[config.mk]
export PLATFORM = sky130hd
export DESIGN_NAME = nx_indirect_access_initiator
export DESIGN_NICKNAME = d
export VERILOG_FILES = /design/src/rtl/nx_indirect_access_initiator.sv
export SDC_FILE = /design/constraint.sdc
export NUM_CORES = 1
export LEC_CHECK = 0
export ABC_AREA = 1
export CAP_MARGIN = 30
export CORE_ASPECT_RATIO = 1.75
export CORE_MARGIN = 2
export CORE_UTILIZATION = 45
export CTS_CLUSTER_DIAMETER = 30
export DETAILED_ROUTE_END_ITERATION = 6
export GPL_TIMING_DRIVEN = 1
export PLACE_DENSITY = 0.93
export SYNTH_ARGS = -nofsm -noshare
export SYNTH_HDL_FRONTEND = slang
export SYNTH_SLANG_ARGS = --single-unit
[constraint.sdc]
create_clock -name clk -period 1.8 [get_ports clk]
set_input_delay 0.27 -clock clk [delete_from_list [all_inputs] [get_ports clk]]
set_output_delay 0.27 -clock clk [all_outputs]
set_load 0.02 [all_outputs]
[src/rtl/nx_indirect_access_initiator.sv]
// nx_indirect_access_initiator
// Register-bus master that turns one valid/ready request into an indirect
// access sequence: optional data write, command write, status polling until
// not busy (bounded), optional data read, then a valid/ready response.
module nx_indirect_access_initiator #(
  parameter logic [10:0] CMND_ADDRESS      = 11'h454,
  parameter logic [10:0] STAT_ADDRESS      = 11'h44C,
  parameter logic [10:0] DATA_ADDRESS      = 11'h450,
  parameter int          N_REG_ADDR_BITS   = 11,
  parameter int          N_DATA_BITS       = 32,
  parameter int          N_ENTRY_ADDR_BITS = 5,
  parameter int          POLL_LIMIT        = 64,
  parameter logic [3:0]  OP_READ           = 4'h0,
  parameter logic [3:0]  OP_WRITE          = 4'h1
) (
  input  logic                         clk,
  input  logic                         rst_n,
  input  logic                         req_valid,
  output logic                         req_ready,
  input  logic                         req_wr,
  input  logic [N_ENTRY_ADDR_BITS-1:0] req_addr,
  input  logic [N_DATA_BITS-1:0]       req_wdat,
  output logic                         resp_valid,
  input  logic                         resp_ready,
  output logic [N_DATA_BITS-1:0]       resp_rdat,
  output logic [2:0]                   resp_code,
  output logic [N_REG_ADDR_BITS-1:0]   reg_addr,
  output logic                         reg_wr_stb,
  output logic [N_DATA_BITS-1:0]       reg_wr_dat,
  output logic                         reg_rd_stb,
  input  logic                         reg_rd_ack,
  input  logic [N_DATA_BITS-1:0]       reg_rd_dat
);

  // Poll counter is wide enough to hold POLL_LIMIT itself.
  localparam int CNT_W = $clog2(POLL_LIMIT + 1);
  localparam logic [CNT_W-1:0] LIMIT = CNT_W'(POLL_LIMIT);

  localparam logic [2:0] CODE_RDY = 3'd0;
  localparam logic [2:0] CODE_BSY = 3'd1;
  localparam logic [2:0] CODE_TMO = 3'd7;

  localparam logic [N_REG_ADDR_BITS-1:0] A_CMND = N_REG_ADDR_BITS'(CMND_ADDRESS);
  localparam logic [N_REG_ADDR_BITS-1:0] A_STAT = N_REG_ADDR_BITS'(STAT_ADDRESS);
  localparam logic [N_REG_ADDR_BITS-1:0] A_DATA = N_REG_ADDR_BITS'(DATA_ADDRESS);

  typedef enum logic [2:0] {
    IDLE,
    WR_DATA,
    WR_CMND,
    POLL_REQ,
    POLL_WAIT,
    RD_REQ,
    RD_WAIT,
    RESP
  } state_t;

  state_t                         state;
  logic                           wr_q;
  logic [N_ENTRY_ADDR_BITS-1:0]   addr_q;
  logic [N_DATA_BITS-1:0]         wdat_q;
  logic [CNT_W-1:0]               poll_cnt;

  // Command word: opcode in the top nibble, entry address in the low bits.
  function automatic logic [N_DATA_BITS-1:0] cmnd_word(
    input logic [3:0]                   op,
    input logic [N_ENTRY_ADDR_BITS-1:0] entry
  );
    logic [N_DATA_BITS-1:0] w;
    w = '0;
    w[31:28] = op;
    w[N_ENTRY_ADDR_BITS-1:0] = entry;
    return w;
  endfunction

  // Sequencer: every bus output is registered and set on entry to the state
  // in which it must be visible, so strobes last exactly one cycle.
  always_ff @(posedge clk or negedge rst_n) begin
    if (!rst_n) begin
      state      <= IDLE;
      wr_q       <= 1'b0;
      addr_q     <= '0;
      wdat_q     <= '0;
      poll_cnt   <= '0;
      req_ready  <= 1'b1;
      resp_valid <= 1'b0;
      resp_rdat  <= '0;
      resp_code  <= '0;
      reg_addr   <= '0;
      reg_wr_stb <= 1'b0;
      reg_wr_dat <= '0;
      reg_rd_stb <= 1'b0;
    end else begin
      reg_wr_stb <= 1'b0;
      reg_rd_stb <= 1'b0;
      case (state)
        // Accept: latch the request; the first bus write goes out next cycle.
        IDLE: begin
          if (req_valid) begin
            wr_q       <= req_wr;
            addr_q     <= req_addr;
            wdat_q     <= req_wdat;
            req_ready  <= 1'b0;
            reg_wr_stb <= 1'b1;
            if (req_wr) begin
              reg_addr   <= A_DATA;
              reg_wr_dat <= req_wdat;
              state      <= WR_DATA;
            end else begin
              reg_addr   <= A_CMND;
              reg_wr_dat <= cmnd_word(OP_READ, req_addr);
              state      <= WR_CMND;
            end
          end
        end
        // Data register written; queue the command write.
        WR_DATA: begin
          reg_wr_stb <= 1'b1;
          reg_addr   <= A_CMND;
          reg_wr_dat <= cmnd_word(OP_WRITE, addr_q);
          state      <= WR_CMND;
        end
        // Command written; start polling with a fresh count.
        WR_CMND: begin
          poll_cnt   <= '0;
          reg_rd_stb <= 1'b1;
          reg_addr   <= A_STAT;
          state      <= POLL_REQ;
        end
        // Status read issued; count it.
        POLL_REQ: begin
          poll_cnt <= poll_cnt + CNT_W'(1);
          state    <= POLL_WAIT;
        end
        // Decide on the returned status code.
        POLL_WAIT: begin
          if (reg_rd_ack) begin
            if (reg_rd_dat[2:0] == CODE_BSY) begin
              if (poll_cnt < LIMIT) begin
                reg_rd_stb <= 1'b1;
                state      <= POLL_REQ;
              end else begin
                resp_code  <= CODE_TMO;
                resp_rdat  <= '0;
                resp_valid <= 1'b1;
                state      <= RESP;
              end
            end else if (reg_rd_dat[2:0] == CODE_RDY) begin
              if (!wr_q) begin
                reg_rd_stb <= 1'b1;
                reg_addr   <= A_DATA;
                state      <= RD_REQ;
              end else begin
                resp_code  <= CODE_RDY;
                resp_rdat  <= '0;
                resp_valid <= 1'b1;
                state      <= RESP;
              end
            end else begin
              resp_code  <= reg_rd_dat[2:0];
              resp_rdat  <= '0;
              resp_valid <= 1'b1;
              state      <= RESP;
            end
          end
        end
        // Data read issued.
        RD_REQ: begin
          state <= RD_WAIT;
        end
        // Capture the entry contents.
        RD_WAIT: begin
          if (reg_rd_ack) begin
            resp_rdat  <= reg_rd_dat;
            resp_code  <= CODE_RDY;
            resp_valid <= 1'b1;
            state      <= RESP;
          end
        end
        // Hold the response until consumed; accept again the cycle after.
        RESP: begin
          if (resp_ready) begin
            resp_valid <= 1'b0;
            req_ready  <= 1'b1;
            state      <= IDLE;
          end
        end
        default: begin
          state <= IDLE;
        end
      endcase
    end
  end

  // wdat_q is kept for debug visibility of the accepted request.
  logic unused_wdat;
  assign unused_wdat = ^wdat_q;

endmodule

==> reports/qor.yml, run 1 <==
dp_cells: 802
synthToLayoutAreaGrowth_pct: 47.0
ys_ff_latch: 91
cts_tree: "yes"
syn_inst: 540
cap_viol_max_count: 0
grt_overflow_total: 0
reg2regPathDepth: 8
syn_area_mm2: 0.00425
initial_core_util: 0.467
cts.sinks: 91
root_buffer: "clkbuf_16"
fmax_ghz: 0.573
worstReg2RegStart: "state[1]"
n_antenna_cell: 0
die_w_um: 77.4
antenna_left: 0
rsz0062_at_grt: "false"
place_congestion: 0.935
postCtsHoldBufs: 1
p_comb_frac: 0.507
drc: 0
num_vias: 4185
peakVddDrop_mv: 0.831
post_drt_wl_per_cell_um: 15.1
fin_crit_sh: 0.969
grt_max_degree: 43
whs_ns: 0.458
crit_buf_inv: 1
cts.path.max_buffers: 2
ios: 157
crit_start: "req_ready"
max_stage_delay_ns: 0.60
wl_mm: 12.4
cts.clk_slew.worst_paths_ns: 0.06
netSwitchingFraction: 0.417
slew-limit-headroom: 0.634
core_area_mm2: 0.00909
p_leak_uw: 0.00324
rows: 46
postSynthAreaPerCell_um2: 7.86
yosysUniqueCellTypes: 27
finalSetupViolCount: 0
r2r-end: "resp_rdat[23]"
dp_hpwl_mm: 9.36
drive_gt1_frac: 0.0601
worstPathArrival_ns: 1.47
numPortBuffers: 150
die-area_mm2: 0.0103
cts_resized: 0
crit_path_end_kind: "output pin"
drt_iter0_markers: 344
crit_slowest_cell: "clkdlybuf4s50_1"
numCtsBuffers: 9
chipHeight_um: 132
cp-start-kind: "flip-flop"
insertion_delay_ns: 0.34
cts-htree-levels: 3
cp_top_family: "buffers and inverters"
path_cells: "clkdlybuf4s50_1"
crit_type: "reg -> out"
fillers: 703
ff_latch_area_mm2: 0.00228
critPathRequiredTime_ns: 1.53
yosysTopAreaCellShare: 0.531
instances_no_fill: 819
antenna_found_initial: 0
multi_input_area_mm2: 0.00159
grt_pass1_vias: 4214
yosys-top-cells-area: "dfrtp_1, nand2_1, nand3_1"
hold_viol_final: 0
vias_per_cell: 5.11
synth_warnings: 0
status: "finished clean"
num-nets-final: 770
postCtsSetupBuffers: 0
tightest_slew_ns: 0.549
drtPass1Iterations: 5
rrSetupSlack_ns: 0.17
power_density_mw_per_mm2: 1790
maxSlewViolCount: 0
clkPwrFrac: 0.170
yosysTopAreaCell: "dfrtp_1"
critPathMaxFanout: 2
clock_skew_ns: 0.00510
seqPwrFrac: 0.322
grt_pass1_wl_mm: 19.9
p_switching_uw: 4650
synth_seq_area_share: 0.537
hold_path_class: "in -> async"
power.internal_uw: 6500
track_usage: 0.245
fin_crit_ns: 1.74
==> flip-flops by register name (all words and copies together) (netlist names) <==
| register | count |
|---|---|
| reg_wr_stb | 1 |
| resp_valid | 1 |
| reg_rd_stb | 1 |
| resp_rdat | 32 |
| req_ready | 1 |
| wr_q | 1 |
| state | 3 |
| reg_wr_dat | 32 |
| poll_cnt | 7 |
| reg_addr | 4 |
| resp_code | 3 |
| addr_q | 5 |
==> per-stage QoR <==
step / utilization / TNS (ns) / total power [uW] / area, um2 / worst slack [ns]
after floorplan: - / 0 / 6590 / 4260 / 0.266
after CTS: 0.686 / 0 / 11200 / 6240 / 0.0402
after global routing: 0.686 / 0 / 11800 / 6240 / 0.0151
final: 0.686 / 0 / 11100 / 6240 / 0.0558
after detailed placement: 0.652 / -1.14 / 9250 / 5930 / -0.0614
after global placement: 0.652 / 0 / 8970 / 5930 / 0.0777
==> per-layer routing <==
metal	part of all wire	GRT usage	vias to the layer above
met4	0.058	0.163	0
met5	0	0	-
met1	0.35	0.257	1990
met3	0.035	0.0184	49
met2	0.56	0.457	172
li1	-	-	1974
==> worst max path at each step <==
stage / cells past startpoint / endpoint / slack [ns]
floorplan: 9 / reg_wr_dat[14] / 0.27
global placement: 9 / resp_rdat[1] / 0.08
detailed placement: 10 / resp_rdat[23] / -0.06
CTS: 1 / req_ready / 0.04
global route: 8 / resp_rdat[25] / 0.02
finish: 1 / req_ready / 0.06
==> power by group through the flow <==
stage | Sequential (uW) | Clock, uW | Combinational, uW
global placement | 3560 | 0 | 5410
detailed placement | 3620 | 0 | 5630
finish | 3590 | 1900 | 5660
CTS | 3590 | 1930 | 5680
global route | 3690 | 2010 | 6080
floorplan | 4480 | 0 | 2110
==> area by class of cell <==
cell class	instances	share of cell area
flip-flops and latches	91	0.365
repair buffers	168	0.274
multi-input cells	369	0.255
clock buffers	10	0.0383
inverters	55	0.0331
well taps	120	0.0241
clock inverters	6	0.0102
==> synth_stat cells <==
library cell	number
a21boi_0	1
a21oi_1	2
a22o_1	2
a31oi_1	2
buf_2	7
buf_4	10
buf_6	4
clkbuf_1	9
clkinv_1	1
conb_1	1
dfrtp_1	90
dfstp_2	1
ha_1	1
inv_1	53
inv_2	1
nand2_1	199
nand2_2	1
nand2_4	1
nand3_1	80
nand3_4	1
nand4_1	2
nor2_1	48
nor2_2	2
nor3_4	1
o21ai_0	18
o22ai_1	1
o31ai_1	1
==> cell families after synthesis <==
family	after synthesis	share of synthesized area
AOI/OAI and AO/OA	27	0.0357
other	1	0.000883
and+or+nand+nor	335	0.331
adders and majority gates	1	0.00295
DFF	91	0.537
buffers and inverters	85	0.0931
==> placed cells by master (no fill, tap or decap), types with 2 or more instances in the layout <==
| cell type | instances |
|---|---|
| clkdlybuf4s50_1 | 149 |
| buf_4 | 12 |
| nor2_1 | 48 |
| nand3_1 | 80 |
| nor2_2 | 2 |
| o21ai_0 | 18 |
| conb_1 | 6 |
| a22o_1 | 2 |
| a31oi_1 | 2 |
| nand4_1 | 2 |
| clkbuf_16 | 9 |
| buf_12 | 6 |
| nand2_1 | 199 |
| clkinvlp_4 | 2 |
| inv_1 | 53 |
| clkinv_2 | 2 |
| dfrtp_1 | 90 |
| a21oi_1 | 2 |
Note: power is estimated with default switching activity, not from simulation.
==> inputs of run 2 (changes only) <==
--- a/config.mk
+++ b/config.mk
@@ -8,7 +8,7 @@
 export ABC_AREA = 1
 export CAP_MARGIN = 30
 export CORE_ASPECT_RATIO = 1.75
-export CORE_MARGIN = 2
+export CORE_MARGIN = 5
 export CORE_UTILIZATION = 45
 export CTS_CLUSTER_DIAMETER = 30
 export DETAILED_ROUTE_END_ITERATION = 6
==> run 2 against run 1 <==
Largest cell class unchanged; worst setup slack improved by 0.0029 ns; cell count shrank 0.24%; die area increased by 13%; critical path depth unchanged; critical endpoint unchanged; highest routed layer unchanged; via count is 1.8% lower; final area fell by 0.42%; register-to-register slack worse by 0.03 ns.
==> reports/qor.yml, run 2 (synthesis gave the netlist of run 1 again) <==
vias_per_cell: 5.03
cts.sinks: 91
critPathMaxFanout: 2
maxSlewViolCount: 0
cts_tree: "yes"
fillers: 681
instances_no_fill: 817
grt_max_degree: 52
path_depth: 1
mostFrequentLayoutCell: "nand2_1"
dp_cells: 801
cts.clk_slew.worst_paths_ns: 0.06
power_density_mw_per_mm2: 1780
whs_ns: 0.352
core_area_mm2: 0.00935
n_antenna_cell: 0
grt_overflow_total: 0
pre_cts_ws_ns: -0.105
numCtsBuffers: 9
drive_gt1_frac: 0.0547
crit_slowest_cell: "clkdlybuf4s50_1"
num_vias: 4109
postCtsSetupBuffers: 0
hold_viol_final: 0
place_congestion: 0.831
crit_type: "reg -> out"
multi_input_area_mm2: 0.00160
synthToLayoutAreaGrowth_pct: 46.4
root_buffer: "clkbuf_16"
die-area_mm2: 0.0116
drt_iter0_markers: 330
crit_path_end_kind: "output pin"
peakVddDrop_mv: 0.912
clkPwrFrac: 0.175
post_drt_wl_per_cell_um: 14.7
clock_skew_ns: 0.00931
worst_slack_ns: 0.0587
cp-start-kind: "flip-flop"
fmax_ghz: 0.574
insertion_delay_ns: 0.34
ff_latch_area_mm2: 0.00228
track_usage: 0.206
drtPass1Iterations: 4
final_cell_mix: "nand2_1, clkdlybuf4s50_1, dfrtp_1, nand3_1, inv_1"
chipHeight_um: 138
wl_mm: 12.0
p_switching_uw: 4540
fin_crit_ns: 1.74
hold_path_class: "in -> async"
rows: 47
seqPwrFrac: 0.326
p_leak_uw: 0.00322
rsz0062_at_grt: "false"
num-nets-final: 767
p_comb_frac: 0.499
netSwitchingFraction: 0.412
cts.path.max_buffers: 2
path_cells: "clkdlybuf4s50_1"
ios: 157
numPortBuffers: 150
cp_top_family: "buffers and inverters"
initial_core_util: 0.454
cap_viol_max_count: 0
crit_buf_inv: 1
power.internal_uw: 6490
reg2regPathDepth: 5
status: "finished clean"
drc: 0
finalSetupViolCount: 0
dp_hpwl_mm: 9.00
antenna_left: 0
fin_crit_sh: 0.967
grt_pass1_wl_mm: 19.4
worstPathArrival_ns: 1.47
critPathRequiredTime_ns: 1.53
grt_pass1_vias: 4028
max_stage_delay_ns: 0.61
reg.largest.list: "reg_wr_dat x32, resp_rdat x32, poll_cnt x7"
cts-htree-levels: 3
antenna_found_initial: 0
die_w_um: 83.4
[run 2: area by class of cell]
type	instances	area share
sequential	91	0.367
timing repair buffer	165	0.268
multi-input combinational	369	0.257
clock buffer	12	0.0429
inverter	55	0.0332
tap	122	0.0246
clock inverter	3	0.00745
[run 2: what timing repair did]
item	CTS	global route
hold buffers	1	0
gates resized for setup	0	1
setup endpoints to repair	0	10
endpoints found under the hold margin	15	0
[run 2: routing by layer]
| layer | GRT usage | share of wire | routed length [um] |
|---|---|---|---|
| met5 | 0 | 0 | 0 |
| met2 | 0.369 | 0.55 | 6580 |
| met4 | 0.113 | 0.048 | 581 |
| met1 | 0.226 | 0.35 | 4190 |
| met3 | 0.0393 | 0.054 | 647 |
[run 2: metrics by stage]
stage | utilization | TNS [ns] | instance area [um2] | total power [uW]
finish | 0.665 | 0 | 6210 | 11000
global route | 0.665 | 0 | 6210 | 11700
CTS | 0.664 | 0 | 6200 | 11100
detailed placement | 0.629 | -1.85 | 5880 | 9110
global placement | 0.629 | -0.0166 | 5880 | 8890
floorplan | - | 0 | 4260 | 6590
[run 2: final timing paths]
path,from,endpoint,slack (ns)
max reg2reg,state[2],resp_rdat[30],0.14
max,req_ready,req_ready,0.06
min,rst_n,reg_wr_dat[8],0.35
min in group clk,addr_q[2],addr_q[2],0.47
max in group asynchronous,rst_n,addr_q[0],0.85
min reg2reg,addr_q[2],addr_q[2],0.47
[run 2: power by group through the flow]
stage	clock [uW]	sequential, uW	combinational [uW]
floorplan	0	4480	2110
global placement	0	3580	5310
detailed placement	0	3620	5480
CTS	1960	3590	5520
global route	2040	3700	5940
finish	1930	3600	5510
